===== config.mk =====
export PLATFORM = sky130hd
export DESIGN_NAME = fetch_unit
export DESIGN_NICKNAME = d
export VERILOG_FILES = /design/src/rtl/fetch_unit.sv
export SDC_FILE = /design/constraint.sdc
export NUM_CORES = 1
export LEC_CHECK = 0
export ABC_AREA = 1
export BUFFER_PORTS_ARGS = -buffer_cell sky130_fd_sc_hd__buf_2
export CAP_MARGIN = 20
export CORE_AREA = 2 2 121 123
export DETAILED_ROUTE_END_ITERATION = 8
export DIE_AREA = 0 0 123 125
export MAX_ROUTING_LAYER = met4
export SETUP_SLACK_MARGIN = 0.05
export SLEW_MARGIN = 40
export SYNTH_ARGS = -nofsm -noshare
export SYNTH_HDL_FRONTEND = slang
export SYNTH_SLANG_ARGS = --single-unit

===== constraint.sdc =====
create_clock -name clk -period 5.45 [get_ports clk]
set_clock_uncertainty 0.2 [all_clocks]
set_input_delay 0.545 -clock clk [delete_from_list [all_inputs] [get_ports clk]]
set_output_delay 0.545 -clock clk [all_outputs]
set_load 0.05 [all_outputs]

===== src/rtl/fetch_unit.sv =====
// fetch_unit: program counter, next-PC select and run/halt/fault control.
// Drives the instruction-memory address and counts retired instructions.
module fetch_unit #(
  parameter logic [31:0] RESET_VECTOR = 32'h0000_0000,
  parameter int          IMEM_BYTES   = 16
) (
  input  logic        clk,
  input  logic        reset,
  input  logic        stall,
  input  logic [1:0]  pc_src,
  input  logic [31:0] branch_target,
  input  logic [31:0] jalr_target,
  input  logic [31:0] instr,
  output logic [31:0] pc,
  output logic [31:0] pc_plus4,
  output logic        valid,
  output logic        halted,
  output logic        fault,
  output logic [31:0] retired
);

  typedef enum logic [1:0] {
    BOOT  = 2'd0,
    RUN   = 2'd1,
    HALT  = 2'd2,
    FAULT = 2'd3
  } state_t;

  localparam logic [31:0] EBREAK = 32'h0010_0073;
  localparam logic [31:0] LIMIT  = 32'(IMEM_BYTES - 4);

  state_t      r_state;
  state_t      w_state_nx;
  logic [31:0] r_pc;
  logic [31:0] w_pc_nx;
  logic [31:0] r_retired;
  logic [31:0] w_retired_nx;
  logic        r_halted;
  logic        r_fault;
  logic [31:0] w_sel;
  logic        w_bad;
  logic        w_go;

  assign pc       = r_pc;
  assign pc_plus4 = r_pc + 32'd4;
  assign retired  = r_retired;
  assign halted   = r_halted;
  assign fault    = r_fault;
  assign w_go     = (r_state == RUN) && !stall;
  assign valid    = w_go;

  // Next-PC mux; jalr target has bit 0 forced low.
  always_comb begin
    w_sel = pc_plus4;
    unique case (pc_src)
      2'b01:   w_sel = branch_target;
      2'b10:   w_sel = {jalr_target[31:1], 1'b0};
      default: w_sel = pc_plus4;
    endcase
  end

  assign w_bad = (w_sel[1:0] != 2'b00) || (w_sel > LIMIT);

  // Next state, PC and retire count; stall > ebreak > fault > advance.
  always_comb begin
    w_state_nx   = r_state;
    w_pc_nx      = r_pc;
    w_retired_nx = r_retired;
    unique case (r_state)
      BOOT: w_state_nx = RUN;
      RUN: begin
        if (!stall) begin
          if (instr == EBREAK) begin
            w_state_nx = HALT;
          end else if (w_bad) begin
            w_state_nx   = FAULT;
            w_retired_nx = r_retired + 32'd1;
          end else begin
            w_pc_nx      = w_sel;
            w_retired_nx = r_retired + 32'd1;
          end
        end
      end
      HALT:    w_state_nx = HALT;
      FAULT:   w_state_nx = FAULT;
      default: w_state_nx = BOOT;
    endcase
  end

  // State and architectural registers with synchronous reset.
  always_ff @(posedge clk) begin
    if (reset) begin
      r_state   <= BOOT;
      r_pc      <= RESET_VECTOR;
      r_retired <= 32'd0;
      r_halted  <= 1'b0;
      r_fault   <= 1'b0;
    end else begin
      r_state   <= w_state_nx;
      r_pc      <= w_pc_nx;
      r_retired <= w_retired_nx;
      r_halted  <= (w_state_nx == HALT);
      r_fault   <= (w_state_nx == FAULT);
    end
  end

endmodule


==> Word level (Yosys, flattened, before mapping) <==
Index checks and enable logic that the tools add are counted.
{ "op_classes": {"reduce_logical": 7, "mul": 0, "shift": 0, "muxes": 5, "n_lt_le_gt_ge": 1, "div": 0, "bitwise": 3, "eq_ne": 8, "addsub": 2} }
{ "ops": {"columns": ["op", "count"], "rows": [
  ["32-bit case mux with 2 select lines", 1],
  ["32-bit by 1-bit adder with 32-bit output, second input constant", 1],
  ["32-bit by 3-bit adder with 32-bit output, second input constant", 1],
  ["32-bit by 21-bit equality test with 1-bit output, second input constant", 1],
  ["32-bit by 4-bit greater-than comparator with 1-bit output, second input constant", 1],
  ["2-bit equality test, second input constant", 5],
  ["2-bit case mux with 4 select lines", 1],
  ["2-bit two-way mux", 3],
  ["2-bit by 1-bit equality test with 1-bit output, second input constant", 2],
  ["4-bit AND reduction", 1],
  ["1-bit NOT", 3],
  ["3-bit AND reduction", 1],
  ["2-bit zero test", 1],
  ["2-bit nonzero test", 1],
  ["1-bit logical AND", 1],
  ["1-bit zero test", 1],
  ["1-bit logical OR", 1]
]} }
{ "totals": {"romBits": 0, "word_cells": 31, "ramBits": 0, "register_bits": 68, "latchBits": 0, "out_inout_bits": 99, "inputBits": 101, "memories": 0} }

==> Depth between registers and ports, before layout <==
Gate-level depths: netlist of the first run.
{ "depth": {"word_depth": 9, "depth_mapped": 17, "ltp_nobuf": 17} }

==> Worst setup path after synthesis of the first run <==
No wires, ideal clock.
{ "synth_timing": {"path_kind": "reg-to-reg", "from": "reg r_pc[2], in the netlist pc[2]", "to": "reg r_pc[25], in the netlist pc[25]", "path_slack_ns": 2.187, "required_time_ns": 5.122, "path_buffers": 1, "arrival_ns": 2.935, "path_stages_with_launch": 15, "setup_time_ns": 0.128, "synth_period_minus_slack_ns": 3.263, "cell_sequence": "dfxtp_1 -> inv_1 -> nor2_2 -> nand3_1 -> o21ai_1 -> nand2_1 -> nand2_1 -> nand2_1 -> nor2_1 -> nand3_1 -> nor3_4 -> nand3_4 -> buf_6 -> nand2_2 -> nor2_1"} }
{ "synth_via": {"elab_chain_cells": 6} }
{ "synth_rtl": {"columns": ["item", "line_no", "rtl"], "rows": [
  ["from (decl)", "34", "logic [31:0] r_pc;"],
  ["from (signal assigned)", "100", "r_pc <= w_pc_nx;"],
  ["32-bit by 3-bit adder with 32-bit output", "45", "assign pc_plus4 = r_pc + 32'd4;"],
  ["net pc_plus4[2]", "15", "output logic [31:0] pc_plus4,"],
  ["32-bit case mux with 2 select lines", "55", "unique case (pc_src)"],
  ["32-bit by 4-bit greater-than comparator with 1-bit output", "62", "assign w_bad = (w_sel[1:0] != 2'b00) || (w_sel > LIMIT);"],
  ["1-bit logical OR", "62", null],
  ["1-bit NOT (no source line)", null, null],
  ["4-bit AND reduction (no source line)", null, null]
]} }
The timed path passes the listed nets, and every way through them passes these cells.
A chain may end at the register's enable or synchronous reset.

==> Worst setup path in the final report of the first run <==
{ "layout_timing": {"from": "in pc_src[0]", "to": "reg r_pc[6], in the netlist pc[6]"} }
{ "layout_via": {"elab_chain_cells": 6, "elab_cells_between_ends": 8, "cone_classes": "order compare (1); eq/ne (2); mux (1); bitwise (1); reduce/logical (3)"} }
{ "layout_rtl": {"columns": ["item", "line_no", "rtl"], "rows": [
  ["from (decl)", "10", "input logic [1:0] pc_src,"],
  ["2-bit equality test / 2-bit by 1-bit equality test with 1-bit output (equally long branches)", "55", null],
  ["32-bit case mux with 2 select lines *", "55", null],
  ["32-bit by 4-bit greater-than comparator with 1-bit output / 2-bit nonzero test (equally long branches)", "62", null],
  ["1-bit logical OR", "62", null],
  ["1-bit NOT (no source line)", null, null],
  ["4-bit AND reduction (no source line)", null, null]
]} }
Mark *: on every way between the ends. The rest lies on a longest branch, timed or not.

==> impl_metrics.ini, run 1 <==
[critical_path]
path_depth = 16
crit_required_ns = 5.45
start_kind = input port
rr_worst_depth = 16
setup.worst_path.class = in -> reg
critical_path.cell_chain = buf_2 > inv_1 > ha_2 > buf_4 > inv_1 > nand3_1 > nand2_1 > nand3_1 > nor2_1 > nand3_1 > nor2_1 > nand3_1 > nor3_4 > nand3_4 > nand2_1 > nor2_1
slowest_delay_ns = 0.51
crit_path_end_kind = flip-flop
crit_end = pc[6]
worst_path_max_delay_cell = inv_1
cp_top_family = simple AND/OR/NAND/NOR gates
worst-path-buf-inv = 4
cp.arrival_ns = 3.36
reg2reg_setup_slack_ns = 2.30
worst_r2r_endpoint = pc[6]
crit_start = pc_src[0]
reg2reg_from = pc[3]
cp_max_fo = 41
critPathMostFrequentCell = nand3_1

[timing]
relSlewSlack_pct = 51.9
fin_setup_tns_ns = 0
post-route-period-util_pct = 61.6
finalWorstSetupSlack_ns = 2.09
rsz0062_at_grt = no
fmax_ghz = 0.298
holdWs_ns = 0.276
drv_slew = 0
timing.final.crit_period_ns = 3.36
worst_pin_slew_ns = 0.721
finalHoldViolCount = 0
setup_viol = 0

[power]
p_total_uw = 1230
max-vdd-ir-drop_mv = 0.107
intPower_uw = 917
comb_power_share_pct = 13.0
swShare_pct = 25.5
power.switching_uw = 314
power_leakage_uw = 0.00285
power_density_mw_per_mm2 = 198
p_seq_share_pct = 40.8
clkPwrFrac_pct = 46.2

[synth]
synth_fp_nets = 924
synth_enable_flop_cells = 0
syn_avg_cell_area_um2 = 5.92
ys_seq_elements = 68
ys_seq_area_share_pct = 28.1
syn_inst = 819
syn-cell-area_mm2 = 0.00485
synth_ff_type = dfxtp_1
synthArstFlopShare_pct = 0
synth_cell_types = 42
yosys_warnings = 0

[layout]
diodes = 0
syn2layout_area_growth_pct = 27.9
final_util_pct = 43.7
seqCellArea_mm2 = 0.00136
final_net_count = 1107
multi_input_comb_area_mm2 = 0.00301
nFillCells = 1586
layout-drive-gt1-share_pct = 24.0

[placement]
post-dp-hpwl_mm = 12.8
gp_congestion = 0.895
place_ws_ns = 1.75
io_buffer_count = 198

[die]
core_area_mm2 = 0.0142
die_h_um = 125
ios = 200
num_rows = 44
start_util_pct = 34.2
dieArea_mm2 = 0.0154
chipWidth_um = 123

[clock_tree]
clockBufferDepth = 2
cts_tree = built
cts_sinks = 68
clk_latency_ns = 0.34
cts_root_buf = clkbuf_16
clkTransAtPathRegs_ns = 0.05
cts_made_buffers = 9
cts.hold.buffers_added = 0
h-tree-depth = 3
cts_resized = 0
post_cts.repair.setup_buffers = 0

[global_route]
grt.total_usage_pct = 21.9
grt_pass1_wl_mm = 26.0
grt_max_degree = 52
grt_overflow_total = 0
grt_pass1_vias = 5251
antenna_found_initial = 0

[run_status]
status = finished clean

[drt]
first_iter_violations = 222
drtPass1Iterations = 4
num_vias = 5639
finalWirelength_mm = 16.3
drcViolationCount = 0
viasPerCell = 4.73
wl_per_cell_um = 13.7
postRouteAntennaNets = 0

[min_path]
hold_path.startpoint = pc[0]
min_path_type = reg -> reg

[run]
maxCapViolCount = 0
worst reg2reg max path: stages, from the launching register on:
cell     delay (ns)
dfxtp_1        0.40
ha_1           0.26
nand2_1        0.12
nor2_4         0.20
nand2_2        0.10
nor2_1         0.25
nand2_1        0.09
nand2_1        0.08
nand3_1        0.07
nand2_1        0.08
nand2_1        0.04
nor2_1         0.09
nand2_1        0.11
nor2_2         0.29
nand3_4        0.40
nand2_1        0.19
nor2_1         0.05
sequential cells by signal, summed over array words and instances (netlist names):
register and cells:
fault 1, halted 1, pc 32, r_state 2, retired 32
worst min-delay path by stage:
stage / endpoint / cells after the start
4_1_cts: pc[0] / 2
2_1_floorplan: r_state[1] / 2
3_3_place_gp: pc[0] / 2
3_5_place_dp: pc[0] / 2
6_report: pc[0] / 2
5_1_grt: pc[1] / 2
synthesized netlist by cell type (3+ instances only):
cell,instances,area share (%)
dfxtp_1,68,28
nor2_1,119,9.2
nand4_1,17,2.2
o21ai_0,13,1.3
nand2_1,297,23
nand2_2,8,1.0
nor2_4,3,0.70
nand3_1,60,6.2
inv_1,82,6.3
xnor2_1,8,1.4
xor2_1,6,1.1
o21a_1,4,0.62
nor3b_1,4,0.62
o21ai_1,4,0.41
nor2_2,5,0.64
a22o_1,5,0.90
nand3_2,5,1.0
nand3b_1,4,0.62
nor4_1,7,0.90
buf_4,4,0.62
a21oi_1,23,2.4
buf_6,6,1.4
nor3_1,23,2.4
a221o_1,8,1.7
clkbuf_1,16,1.2
ha_1,4,1.0
through the flow:
stage	std cells	instance area [um^2]
6_report	1191	6200
5_1_grt	1191	6200
4_1_cts	1191	6200
3_5_place_dp	1175	5920
3_3_place_gp	1175	5910
2_1_floorplan	819	4850
power groups by stage:
stage | combinational (uW) | clock, uW | sequential, uW
floorplan | 97.4 | 0 | 519
global placement | 160 | 0 | 513
detailed placement | 161 | 0 | 513
CTS | 162 | 582 | 502
global route | 180 | 606 | 502
finish | 160 | 569 | 502
metal layers:
layer	up-vias	routed length, um	track usage, %
li1	2990	-	-
met1	2478	7120	26.7
met2	155	8010	37.3
met3	16	991	3.15
met4	0	215	6.62
met5	-	0	-
area by class of cell:
type                            instances  share of cell area, %
Clock buffer                           11                   3.75
Timing Repair Buffer                  200                   16.3
Inverter                               83                   5.02
Clock inverter                          5                  0.847
Multi-Input combinational cell        640                   48.5
Sequential cell                        68                   21.9
Tap cell                              184                   3.71
logic make-up after synthesis:
logic type               Yosys count  share of synthesized area [%]
AO/OA/AOI/OAI                     65                           8.69
XOR/XNOR                          14                           2.53
adder cells (fa/ha/maj)            4                           1.03
buffers and inverters            111                           10.1
flip-flops                        68                           28.1
multiplexers                       1                          0.206
AND/OR/NAND/NOR                  556                           49.4
cell usage in the layout (no fill, tap or decap), types with 6 or more instances in the layout:
master / n
nand4_1: 17
nand3_1: 60
xor2_1: 6
dfxtp_1: 68
inv_1: 82
nand2_2: 8
nand2_1: 297
xnor2_1: 8
o21ai_0: 13
clkbuf_16: 9
nor4_1: 7
nor3_1: 23
nor2_1: 119
a21oi_1: 23
buf_2: 197
a221o_1: 8
(Power assumes the default switching activity.)
==> inputs of run 2 (changes only) <==
==> constraint.sdc (replaced) <==
create_clock -name clk -period 2.9 [get_ports clk]
set_clock_uncertainty 0.2 [all_clocks]
set_input_delay 0.29 -clock clk [delete_from_list [all_inputs] [get_ports clk]]
set_output_delay 0.29 -clock clk [all_outputs]
set_load 0.05 [all_outputs]
==> run 2 against run 1 <==
Register-to-register slack got worse by 2.1 ns. Total power rose by 90%. Sequential cell count did not move. Final cell count rose by 1.4%. Combinational power rose by 96%. Count of clock-buffer cells in the layout rose by 1. Die area did not move. Worst setup slack got worse by 1.9 ns. Non-clock buffer count rose by 17. Critical path depth fell by 1. Worst hold slack got worse by 0.22 ns. Largest power group unchanged. Highest routed layer unchanged.
==> impl_metrics.ini, run 2 (synthesized netlist as in run 1, its figures left out) <==
[drt]
drtPass1Iterations = 4
finalWirelength_mm = 16.6
drcViolationCount = 0
num_vias = 5788
wl_per_cell_um = 13.8
first_iter_violations = 238
viasPerCell = 4.79
postRouteAntennaNets = 0

[placement]
io_buffer_count = 198
post-dp-hpwl_mm = 12.8
gp_congestion = 0.888

[global_route]
grt_pass1_vias = 5281
grt_max_degree = 51
antenna_found_initial = 0
grt_pass1_wl_mm = 25.3
grt_overflow_total = 0
grt.total_usage_pct = 21.3

[die]
start_util_pct = 34.2
die_h_um = 125
num_rows = 44
core_area_mm2 = 0.0142
dieArea_mm2 = 0.0154
chipWidth_um = 123
ios = 200

[critical_path]
worst_path_max_delay_cell = dfxtp_4
cp.arrival_ns = 2.72
crit_path_end_kind = flip-flop
worst-path-buf-inv = 1
setup.worst_path.class = reg -> reg
start_kind = flip-flop
cp_max_fo = 8
crit_required_ns = 2.90
critPathMostFrequentCell = nand2_1
cp_top_family = simple AND/OR/NAND/NOR gates
critical_path.cell_chain = ha_4 > nand2_4 > nor2_4 > nand2_4 > o21ai_4 > nand3_2 > nand2_1 > nand2_1 > nor2_1 > nand3_2 > nor3_4 > nand3_4 > clkbuf_16 > nand2_1 > nor2_1
slowest_delay_ns = 0.40

[power]
power_leakage_uw = 0.00303
max-vdd-ir-drop_mv = 0.258
power_density_mw_per_mm2 = 356

[layout]
final_net_count = 1124
syn2layout_area_growth_pct = 35.5
layout_commonest_cell = nand2_1
final_cell_mix = nand2_1, buf_2, nor2_1
diodes = 0
layout-drive-gt1-share_pct = 28.3

[clock_tree]
cts_tree = built
h-tree-depth = 3
clk_latency_ns = 0.34
cts_sinks = 68
cts_root_buf = clkbuf_16
clockBufferDepth = 2
cts_made_buffers = 9
clkTransAtPathRegs_ns = 0.05
cts.hold.buffers_added = 0

[timing]
fmax_ghz = 0.367
finalHoldViolCount = 0
post-route-period-util_pct = 93.9
drv_slew = 0
relSlewSlack_pct = 52.2
rsz0062_at_grt = no
timing.final.crit_period_ns = 2.72
worst_pin_slew_ns = 0.716
holdWs_ns = 0.0559
setup_viol = 0
fin_setup_tns_ns = 0

[run_status]
status = finished clean

[min_path]
min_path_type = in -> reg

[run]
maxCapViolCount = 0
==> run 2: cell types whose count changed in the layout (fill, tap and decap cells not counted), sizes merged <==
cell,previous run,this run
buf,200,215
clkbuf,11,14
inv,83,82
==> run 2: worst paths after layout <==
path	to	start	slack, ns	cells past startpoint
setup reg to reg	pc[23]	pc[2]	0.18	15
hold reg to reg	pc[1]	pc[1]	0.27	2
setup / recovery	pc[23]	pc[2]	0.18	15
hold / removal	r_state[1]	stall	0.06	4
==> run 2: cell type report <==
type	count	area (um^2)
Clock buffer	12	246
Clock inverter	4	48.8
Sequential cell	68	1380
Fill cell	1549	7630
Multi-Input combinational cell	640	3160
Timing Repair Buffer	217	1200
Tap cell	184	230
Inverter	83	315
==> run 2: what timing repair did <==
| item | 4_1_cts | 5_1_grt |
|---|---|---|
| gates resized for setup | 0 | 32 |
| endpoints found under the setup margin | 0 | 34 |
| setup buffers | 0 | 1 |
==> run 2: worst min-delay path: stages <==
cell and delay, ns:
buf_2 0.07, nor2_1 0.04, nand2_1 0.07, a21oi_1 0.06
==> run 2: where the power goes <==
part	switching (uW)	total, uW	internal (uW)
sequential	3.06	941	938
combinational	182	314	133
clock	398	1080	687
total	582	2340	1760
==> run 2: routing by layer <==
metal | GRT usage [%] | up-vias | wire [um] | part of all wire, %
met5 | - | - | 0 | 0
met4 | 7.35 | 0 | 436 | 2.6
met3 | 3.92 | 29 | 1110 | 6.7
met2 | 37.1 | 183 | 8240 | 49
met1 | 24.2 | 2555 | 6860 | 41
li1 | - | 3021 | - | -
==> run 2: through the flow <==
| step | area, um^2 | cells | power, uW | setup slack, ns | util [%] |
|---|---|---|---|---|---|
| 6_report | 6580 | 1208 | 2340 | 0.178 | 46.3 |
| 5_1_grt | 6580 | 1208 | 2450 | 0.0426 | 46.3 |
| 4_1_cts | 6390 | 1204 | 2370 | 0.117 | 45.0 |
| 3_5_place_dp | 6090 | 1188 | 1270 | 0.0894 | 42.9 |
| 3_3_place_gp | 6090 | 1188 | 1270 | 0.130 | 42.9 |
| 2_1_floorplan | 4910 | 819 | 1160 | 0.0523 | - |
==> inputs of run 3 (changes only) <==
--- a/config.mk
+++ b/config.mk
@@ -11,6 +11,7 @@
 export CORE_AREA = 2 2 121 123
 export DETAILED_ROUTE_END_ITERATION = 8
 export DIE_AREA = 0 0 123 125
+export GPL_TIMING_DRIVEN = 0
 export MAX_ROUTING_LAYER = met4
 export SETUP_SLACK_MARGIN = 0.05
 export SLEW_MARGIN = 40
==> run 3 against run 2 <==
Register-to-register slack better by 0.08 ns. Core utilization is 0.40 points lower. Global-route usage is 1.1 points higher. Total power is 3.5% higher. Largest cell class unchanged.
==> impl_metrics.ini, run 3 (synthesized netlist as in run 1, its figures left out) <==
[run_status]
status = finished clean

[clock_tree]
cts_tree = built
cts_sinks = 68
clkTransAtPathRegs_ns = 0.06
clk_latency_ns = 0.33
cts.hold.buffers_added = 0
h-tree-depth = 3
clockBufferDepth = 2
cts_made_buffers = 9
cts_root_buf = clkbuf_16

[placement]
gp_congestion = 0.938
io_buffer_count = 197
post-dp-hpwl_mm = 13.9

[timing]
timing.final.crit_period_ns = 2.64
post-route-period-util_pct = 91.0
worst_pin_slew_ns = 0.653
drv_slew = 0
rsz0062_at_grt = no
fmax_ghz = 0.379
relSlewSlack_pct = 56.5
holdWs_ns = 0.0573
setup_viol = 0
finalHoldViolCount = 0

[die]
core_area_mm2 = 0.0142
num_rows = 44
start_util_pct = 34.2
ios = 200
dieArea_mm2 = 0.0154
die_h_um = 125
chipWidth_um = 123

[critical_path]
crit_path_end_kind = flip-flop
worst_path_max_delay_cell = dfxtp_4
start_kind = flip-flop
critical_path.cell_chain = ha_4 > nand2_1 > nor2_4 > nand2_2 > nand2_1 > nand3_1 > nand2_1 > nand3_1 > nor2_1 > nand3_1 > nor3_4 > nand3_4 > buf_6 > nand2_2 > nor2_1
cp.arrival_ns = 2.64
rr_worst_depth = 15
setup.worst_path.class = reg -> reg
cp_max_fo = 10
slowest_delay_ns = 0.40
crit_required_ns = 2.90

[power]
p_total_uw = 2420
power_leakage_uw = 0.00296
clkPwrFrac_pct = 47.7
p_seq_share_pct = 38.9
power.switching_uw = 597
comb_power_share_pct = 13.5
intPower_uw = 1820
max-vdd-ir-drop_mv = 0.257
swShare_pct = 24.7
power_density_mw_per_mm2 = 372

[global_route]
grt.total_usage_pct = 22.4
grt.met2_usage_pct = 40.9
grt_overflow_total = 0
grt_max_degree = 13
gr-usage-met1_pct = 24.8
antenna_found_initial = 0
grt_use_met3_pct = 4.06
busiest_layer = met2
grt_pass1_wl_mm = 26.7
grt_pass1_vias = 5477

[layout]
final_cell_mix = nand2_1, buf_2, nor2_1
layout-drive-gt1-share_pct = 26.6
diodes = 0
final_util_pct = 45.9
nFillCells = 1557
layout_commonest_cell = nand2_1
final_net_count = 1134
syn2layout_area_growth_pct = 34.3

[drt]
postRouteAntennaNets = 0
viasPerCell = 4.76
first_iter_violations = 256
num_vias = 5801
finalWirelength_mm = 17.0
drtPass1Iterations = 5
wl_per_cell_um = 13.9
drcViolationCount = 0

[run]
maxCapViolCount = 0

[min_path]
min_path_cells = 4
min_path_type = in -> reg
-- run 3: cell types whose count changed in the layout (fill, tap and decap cells not counted), sizes merged --
cell and delta:
clkinvlp +2, clkinv -1, clkbuf +13, buf -5, bufinv +1
-- run 3: cell type report --
type / instances / area, um^2 / share of cell area, %
buffer: 28 / 178 / 2.73
tap: 184 / 230 / 3.53
timing repair buffer: 199 / 1000 / 15.4
clock buffer: 10 / 229 / 3.51
inverter: 83 / 315 / 4.84
multi-input combinational: 640 / 3100 / 47.5
sequential: 68 / 1380 / 21.1
clock inverter: 6 / 88.8 / 1.36
-- run 3: routing by layer --
layer	vias to the layer above	wire (um)
li1	3048	-
met4	0	255
met1	2560	7140
met5	-	0
met2	176	8500
met3	17	1080
-- run 3: worst max-delay path: cells and delay by family (launching register included) --
family,cells,cell delay [ns]
adders and majority gates,1,0.16
buffers and inverters,1,0.18
DFF,1,0.40
and+or+nand+nor,13,1.56
-- run 3: final timing paths --
check / from / end / slack (ns)
setup / recovery: pc[2] / pc[24] / 0.26
hold / removal: stall / r_state[1] / 0.06
setup reg to reg: pc[2] / pc[24] / 0.26
hold reg to reg: pc[1] / pc[1] / 0.27
-- run 3: stage by stage --
stage | TNS (ns) | setup WS (ns) | instances | cell area [um^2]
6_report | 0 | 0.262 | 1218 | 6520
5_1_grt | 0 | 0.0533 | 1218 | 6520
4_1_cts | 0 | 0.0526 | 1216 | 6450
3_5_place_dp | -0.551 | -0.0347 | 1200 | 6130
3_3_place_gp | -0.656 | -0.0369 | 1200 | 6130
2_1_floorplan | 0 | 0.0523 | 819 | 4910
-- run 3: power groups by stage --
| stage | registers [uW] | logic (uW) | clock network (uW) |
|---|---|---|---|
| 6_report | 941 | 326 | 1150 |
| 5_1_grt | 942 | 364 | 1220 |
| 4_1_cts | 942 | 327 | 1180 |
| 3_5_place_dp | 962 | 324 | 0 |
| 3_3_place_gp | 962 | 324 | 0 |
| 2_1_floorplan | 975 | 183 | 0 |
-- run 3: what timing repair did --
item	in CTS	in global routing
resized for setup	1	17
buffers inserted	0	2
endpoints found under the setup margin	12	34
pin swaps	0	5
